$ cat src/rtl/psk_pkg.sv
// psk_pkg: definitions shared by the PSK transmit and receive blocks.
//   PHASE_W_DEF : default phase accumulator width (13-bit control word)
//   BYTE_W      : width of the byte interface
//   tx_state_e  : transmitter frame state
package psk_pkg;
   localparam int PHASE_W_DEF = 13;
   localparam int BYTE_W      = 8;

   typedef enum logic [1:0] {
      IDLE     = 2'd0,
      PREAMBLE = 2'd1,
      DATA     = 2'd2
   } tx_state_e;
endpackage

$ cat src/rtl/psk_phase_acc.sv
// psk_phase_acc: free-running phase accumulator (NCO core).
// The accumulator advances by control_word every clk and wraps mod 2^PHASE_W.
// Its MSB is the square-wave carrier.
// Ports:
//   clk, rst     : clock, synchronous active-high reset (clears the phase)
//   control_word : phase increment per clk
//   carrier_nxt  : MSB of the value being loaded at the next edge, so that a
//                  consumer can register carrier-derived outputs in step with acc
module psk_phase_acc
   import psk_pkg::*;
#(
   parameter int PHASE_W = PHASE_W_DEF
) (
   input  logic               clk,
   input  logic               rst,
   input  logic [PHASE_W-1:0] control_word,
   output logic               carrier_nxt
);

   logic [PHASE_W-1:0] acc;
   logic [PHASE_W-1:0] acc_nxt;

   assign acc_nxt     = acc + control_word;
   assign carrier_nxt = acc_nxt[PHASE_W-1];

   always_ff @(posedge clk) begin
      if (rst) acc <= '0;
      else     acc <= acc_nxt;
   end

endmodule

$ cat src/rtl/bpsk_tx.sv
// bpsk_tx: byte-framed BPSK transmitter.
// Bytes arrive on a valid/ready handshake and go out as PREAMBLE_BITS zero
// symbols followed by data bits LSB first. Each symbol lasts sym_period clks
// (latched at frame start, 0 treated as 1). The line is the NCO carrier XORed
// with the chip, where the chip is either the bit (DIFF_ENC=0) or the running
// XOR of all bits of the frame so far (DIFF_ENC=1).
// Ports:
//   clk, rst       : clock, synchronous active-high reset (aborts any frame)
//   control_word   : carrier phase increment per clk
//   sym_period     : clks per symbol, sampled on frame start
//   tx_data/valid  : byte input; tx_ready accepts it
//   tx_out         : registered BPSK line output, 0 outside a frame
//   tx_en          : registered, high while a frame symbol is on tx_out
//   busy           : high whenever the FSM is not IDLE
module bpsk_tx
   import psk_pkg::*;
#(
   parameter int PHASE_W       = PHASE_W_DEF,
   parameter int SYM_W         = 16,
   parameter int PREAMBLE_BITS = 16,
   parameter bit DIFF_ENC      = 1'b1
) (
   input  logic               clk,
   input  logic               rst,
   input  logic [PHASE_W-1:0] control_word,
   input  logic [SYM_W-1:0]   sym_period,
   input  logic [BYTE_W-1:0]  tx_data,
   input  logic               tx_valid,
   output logic               tx_ready,
   output logic               tx_out,
   output logic               tx_en,
   output logic               busy
);

   // idx counts preamble symbols in PREAMBLE and the bit position in DATA.
   localparam int IDX_MAX = (PREAMBLE_BITS > BYTE_W) ? PREAMBLE_BITS : BYTE_W;
   localparam int IDX_W   = $clog2(IDX_MAX);
   localparam logic [IDX_W-1:0] PRE_LAST =
      IDX_W'((PREAMBLE_BITS > 0) ? PREAMBLE_BITS - 1 : 0);

   tx_state_e          state, state_n;
   logic [SYM_W-1:0]   sym_cnt, sym_cnt_n;
   logic [SYM_W-1:0]   period_q, period_n;
   logic [IDX_W-1:0]   idx, idx_n;
   logic [BYTE_W-1:0]  byte_q, byte_n;
   logic               chip, chip_n;
   logic               ready_n;
   logic               carrier_nxt;

   logic               accept, sym_end, new_sym, bit_n, chip_base;

   psk_phase_acc #(.PHASE_W(PHASE_W)) u_acc (
      .clk          (clk),
      .rst          (rst),
      .control_word (control_word),
      .carrier_nxt  (carrier_nxt)
   );

   assign busy    = (state != IDLE);
   assign accept  = tx_valid & tx_ready;
   assign sym_end = (sym_cnt == period_q - SYM_W'(1));

   always_comb begin
      state_n   = state;
      sym_cnt_n = sym_cnt;
      period_n  = period_q;
      idx_n     = idx;
      byte_n    = byte_q;
      chip_n    = chip;
      new_sym   = 1'b0;
      bit_n     = 1'b0;
      chip_base = chip;

      case (state)
         IDLE: begin
            if (accept) begin
               byte_n    = tx_data;
               period_n  = (sym_period == '0) ? SYM_W'(1) : sym_period;
               sym_cnt_n = '0;
               idx_n     = '0;
               new_sym   = 1'b1;
               chip_base = 1'b0;            // differential state restarts per frame
               if (PREAMBLE_BITS == 0) begin
                  state_n = DATA;
                  bit_n   = tx_data[0];
               end else begin
                  state_n = PREAMBLE;
               end
            end
         end

         PREAMBLE: begin
            if (sym_end) begin
               sym_cnt_n = '0;
               new_sym   = 1'b1;
               if (idx == PRE_LAST) begin
                  state_n = DATA;
                  idx_n   = '0;
                  bit_n   = byte_q[0];
               end else begin
                  idx_n = idx + IDX_W'(1);
               end
            end else begin
               sym_cnt_n = sym_cnt + SYM_W'(1);
            end
         end

         DATA: begin
            if (sym_end) begin
               sym_cnt_n = '0;
               if (idx[2:0] == 3'd7) begin
                  // Back-to-back byte: keep period and chip state, no preamble.
                  if (accept) begin
                     byte_n  = tx_data;
                     idx_n   = '0;
                     new_sym = 1'b1;
                     bit_n   = tx_data[0];
                  end else begin
                     state_n = IDLE;
                  end
               end else begin
                  idx_n   = idx + IDX_W'(1);
                  new_sym = 1'b1;
                  bit_n   = byte_q[idx[2:0] + 3'd1];
               end
            end else begin
               sym_cnt_n = sym_cnt + SYM_W'(1);
            end
         end

         default: state_n = IDLE;
      endcase

      if (new_sym)
         chip_n = DIFF_ENC ? (chip_base ^ bit_n) : bit_n;

      // Ready is registered: it is decoded from the state the next cycle will hold.
      ready_n = (state_n == IDLE) ||
                ((state_n == DATA) && (idx_n[2:0] == 3'd7) &&
                 (sym_cnt_n == period_n - SYM_W'(1)));
   end

   always_ff @(posedge clk) begin
      if (rst) begin
         state    <= IDLE;
         sym_cnt  <= '0;
         period_q <= SYM_W'(1);
         idx      <= '0;
         byte_q   <= '0;
         chip     <= 1'b0;
         tx_ready <= 1'b0;
         tx_en    <= 1'b0;
         tx_out   <= 1'b0;
      end else begin
         state    <= state_n;
         sym_cnt  <= sym_cnt_n;
         period_q <= period_n;
         idx      <= idx_n;
         byte_q   <= byte_n;
         chip     <= chip_n;
         tx_ready <= ready_n;
         tx_en    <= (state_n != IDLE);
         tx_out   <= (state_n != IDLE) & (carrier_nxt ^ chip_n);
      end
   end

endmodule
$ cat config.mk
export PLATFORM = sky130hd
export DESIGN_NAME = bpsk_tx
export DESIGN_NICKNAME = d
export VERILOG_FILES = /design/src/rtl/psk_pkg.sv /design/src/rtl/psk_phase_acc.sv /design/src/rtl/bpsk_tx.sv
export SDC_FILE = /design/constraint.sdc
export NUM_CORES = 1
export LEC_CHECK = 0
export ABC_AREA = 1
export ABC_CLOCK_PERIOD_IN_PS = 3450
export BUFFER_PORTS_ARGS = -buffer_cell sky130_fd_sc_hd__clkbuf_2
export CAP_MARGIN = 20
export CORE_MARGIN = 8
export CORE_UTILIZATION = 55
export DETAILED_ROUTE_END_ITERATION = 7
export PLACE_DENSITY = 0.74
export RECOVER_POWER = 100
export SLEW_MARGIN = 20
export SYNTH_ARGS = -nofsm -noshare
export SYNTH_HDL_FRONTEND = slang
export SYNTH_SLANG_ARGS = --single-unit
$ cat constraint.sdc
create_clock -name clk -period 3.45 [get_ports clk]
set_input_delay 0.69 -clock clk [delete_from_list [all_inputs] [get_ports clk]]
set_output_delay 0.69 -clock clk [all_outputs]
set_load 0.03 [all_outputs]
==> impl_metrics.py <==
metrics = {
    "drt": {
        "ant_nets": 0,
        "vias_per_cell": 5.112,
        "drtPass1Iterations": 5,
        "wirelength_mm": 13.82,
        "drt_first_iter_violations": 341,
        "route.vias.total": 5526,
        "drc": 0,
        "drt-wirelength-per-cell_um": 12.78,
    },
    "cts": {
        "cts_repair_resize_count": 0,
        "post_cts.repair.setup_buffers": 0,
        "clk_pin_slew_worst_paths_ns": 0.08,
        "ctsRootBufferMaster": "clkbuf_8",
        "clock_latency_ns": 0.36,
        "cts_hold_buf": 0,
        "h-tree-depth": 3,
        "cts_sinks": 63,
        "clock_tree.buffer_depth": 2,
        "cts_tree": "yes",
        "cts_made_buffers": 9,
    },
    "worst_setup_path": {
        "timing.reg2reg.worst_path_depth": 19,
        "worst_ep_arrival_time_ns": 3.18,
        "timing.rr.end": "tx_ready",
        "critical_path_peak_fanout": 5,
        "flop2flop_setup_slack_ns": 0.40,
        "cp-end-kind": "register",
        "critPathLaunchType": "register",
        "r2r_start": "period_q[1]",
        "criticalPathCategory": "register to register",
        "crit_required_ns": 3.59,
    },
    "logic_synthesis": {
        "synth_commonest_cells": "nand2_1 (253), nor2_1 (131), inv_1 (122)",
        "ys_dominant_reg_cell": "dfxtp_1",
        "syn_inst": 907,
        "synth.area.top_cells": "dfxtp_1 (23%), nand2_1 (17%), nor2_1 (9.0%), inv_1 (8.4%), nand3_1 (5.8%)",
        "synthesis.yosys.warnings": 0,
        "post-synth-top-count-cell": "nand2_1",
        "yosys.area.top_type": "dfxtp_1",
        "synth-edff-count": 0,
        "post_synthesis_sequential_element_count": 63,
        "ys_seq_area_share_pct": 23.12,
        "async_reset_ff_share_pct": 0,
        "syn_avg_cell_area_um2": 6.015,
        "syn_area_mm2": 0.005455,
        "yosysUniqueCellTypes": 44,
        "synth_top_cell_area_share_pct": 23.12,
        "mappedNetlistNets": 969,
    },
    "power_and_ir_drop": {
        "switching_share_pct": 37.89,
        "intPower_w": 0.001537,
        "max-vdd-ir-drop_v": 0.0003198,
        "comb_power_share_pct": 36.0,
        "clock_power_share_pct": 29.9,
        "static-leakage-power_nw": 2.995,
        "totalPowerFinal_w": 0.002475,
        "p_per_area_mw_per_mm2": 418.0,
        "seq_power_share_pct": 34.1,
        "p_switching_w": 0.0009377,
    },
    "grt": {
        "globalRouteTotalUtil_pct": 21.16,
        "antenna_found_initial": 0,
        "wire_length_of_the_first_global_routing_pass_mm": 22.72,
        "first_global_vias": 4969,
        "grt_max_degree": 47,
        "grt.overflow.total": 0,
    },
    "sta": {
        "post-route-period-util_pct": 88.30,
        "unrepaired_setup_endpoints_after_global_routing": "no",
        "timing_hold_violations_final": 0,
        "fin_worst_skew_ns": 0.01844,
        "setup-tns-final_ns": 0,
        "period_minus_slack_ns": 3.046,
        "worst-slew-pin-transition_ns": 2.248,
        "setup_viol": 0,
        "rel_slew_slack_pct": -49.89,
        "slew_violations": 47,
        "fmax_achieved_mhz": 328.3,
    },
    "cells_and_area": {
        "syn2layout_area_growth_pct": 8.555,
        "design.final.nets": 1005,
        "drive_above_1_share_pct": 10.44,
        "ant_cells": 0,
        "postLayoutCellArea_mm2": 0.005922,
    },
    "floorplanning": {
        "io-pin-count": 44,
        "initial_utilization_pct": 56.33,
        "fp.dieW_um": 115.6,
        "core_mm2": 0.009684,
        "floorplan.rows": 36,
        "die-area_mm2": 0.01336,
        "floorplan.die.height_um": 115.6,
    },
    "placed_design": {
        "detailedPlacementHpwl_mm": 10.85,
        "gp_congestion": 0.9126,
        "port-buffer-count": 43,
        "dpl_cell_area_mm2": 0.005746,
    },
    "worst_hold_path": {
        "timing.hold.worst.class": "register to register",
        "worst_hold_path.endpoint": "byte_q[7]",
        "min_from": "byte_q[7]",
        "whs_path_depth": 2,
    },
    "status": {
        "violated_checks": "max-capacitance violations, max-slew violations",
        "outcome": "finished with violations",
    },
    "job": {
        "max_cap_check_violation_count": 1,
    },
}
==> cells in the final DEF, fill, tap and decap left out, types with 3 or more instances in the layout <==
cell,Yosys,layout
o21ai_0,45,45
xnor2_1,8,8
o21a_1,3,3
a21oi_1,36,36
o21ai_1,7,7
nand2_4,5,5
a31oi_1,4,4
clkbuf_2,0,37
nand2_2,5,5
nor2_4,6,6
nor3_1,5,6
nand3_2,13,8
o31ai_1,3,3
clkinv_1,3,3
buf_4,0,3
nand2_1,253,253
nand3_1,63,68
nand3b_1,12,12
inv_1,122,122
xor2_1,29,29
nor2_1,131,133
dfxtp_1,63,63
inv_2,3,3
clkbuf_8,0,10
nand4_1,11,11
o211ai_1,3,3
clkbuf_1,9,8
ha_1,21,21
nor2_2,12,10
==> worst max path at each step <==
stage	from	to	slack (ns)
finish	period_q[1]	tx_ready	0.40
global route	period_q[0]	tx_ready	0.14
CTS	period_q[1]	tx_ready	0.54
detailed placement	control_word[0]	u_acc.acc[10]	0.38
global placement	tx_valid	tx_ready	0.46
floorplan	tx_valid	tx_ready	0.73
==> state kept, by name (all words and copies together) (netlist names), 2 cells and up <==
register and cells:
u_acc.acc 13, state 2, period_q 16, idx 4
byte_q 8, sym_cnt 16
==> through the flow <==
stage	std cells	setup WS, ns	hold slack [ns]	util (%)
finish	1081	0.4038	0.4884	61.15
global route	1081	0.1394	0.5158	61.15
CTS	1081	0.5401	0.4920	61.63
detailed placement	1065	0.3777	0.4716	59.33
global placement	1065	0.4628	0.4645	59.33
floorplan	907	0.7328	0.4492	-
==> metal layers <==
layer,track usage (%),vias up,part of all wire [%]
li1,-,2942,-
met1,28.55,2378,50
met2,32.40,173,42
met3,3.544,33,5.5
met4,9.019,0,2.6
met5,0,-,0
==> worst max-delay path: stages (launching register included) <==
cell and delay [ns]:
dfxtp_1 0.44, inv_1 0.07, ha_1 0.29, inv_1 0.04
nand2_1 0.05, nand2_1 0.04, nor2_1 0.22, nand4_1 0.13
nor3_1 0.60, nand2_4 0.16, nand2_2 0.16, nand2_1 0.05
o21ai_0 0.06, nand2_1 0.08, nand2_1 0.08, nor2_1 0.06
nand2_1 0.09, nor2_1 0.06, nand3_1 0.08, a21oi_2 0.05
==> cell type report <==
| cell class | count | area (um2) |
|---|---|---|
| Clock buffer | 11 | 141.4 |
| Clock inverter | 5 | 81.33 |
| Fill cell | 970 | 3762 |
| Inverter | 128 | 480.5 |
| Multi-Input combinational cell | 694 | 3557 |
| Sequential cell | 63 | 1261 |
| Tap cell | 133 | 166.4 |
| Timing Repair Buffer | 47 | 234.0 |
==> logic make-up after synthesis <==
family,after synthesis,synth area share (%)
flops,63,23.12
buf+inv,150,11.03
fa+ha+maj,22,5.183
simple gates,526,43.76
xor+xnor,37,5.940
compound gates,109,10.96
==> power by group through the flow <==
stage               logic, W  registers (W)  clock network, W
global placement    0.000887       0.000858                 0
CTS                 0.000899       0.000843          0.000750
finish              0.000891       0.000844          0.000741
global route         0.00102       0.000851          0.000777
detailed placement  0.000892       0.000860                 0
floorplan           0.000711       0.000851                 0
No activity file was read; power rests on OpenSTA's default activity.
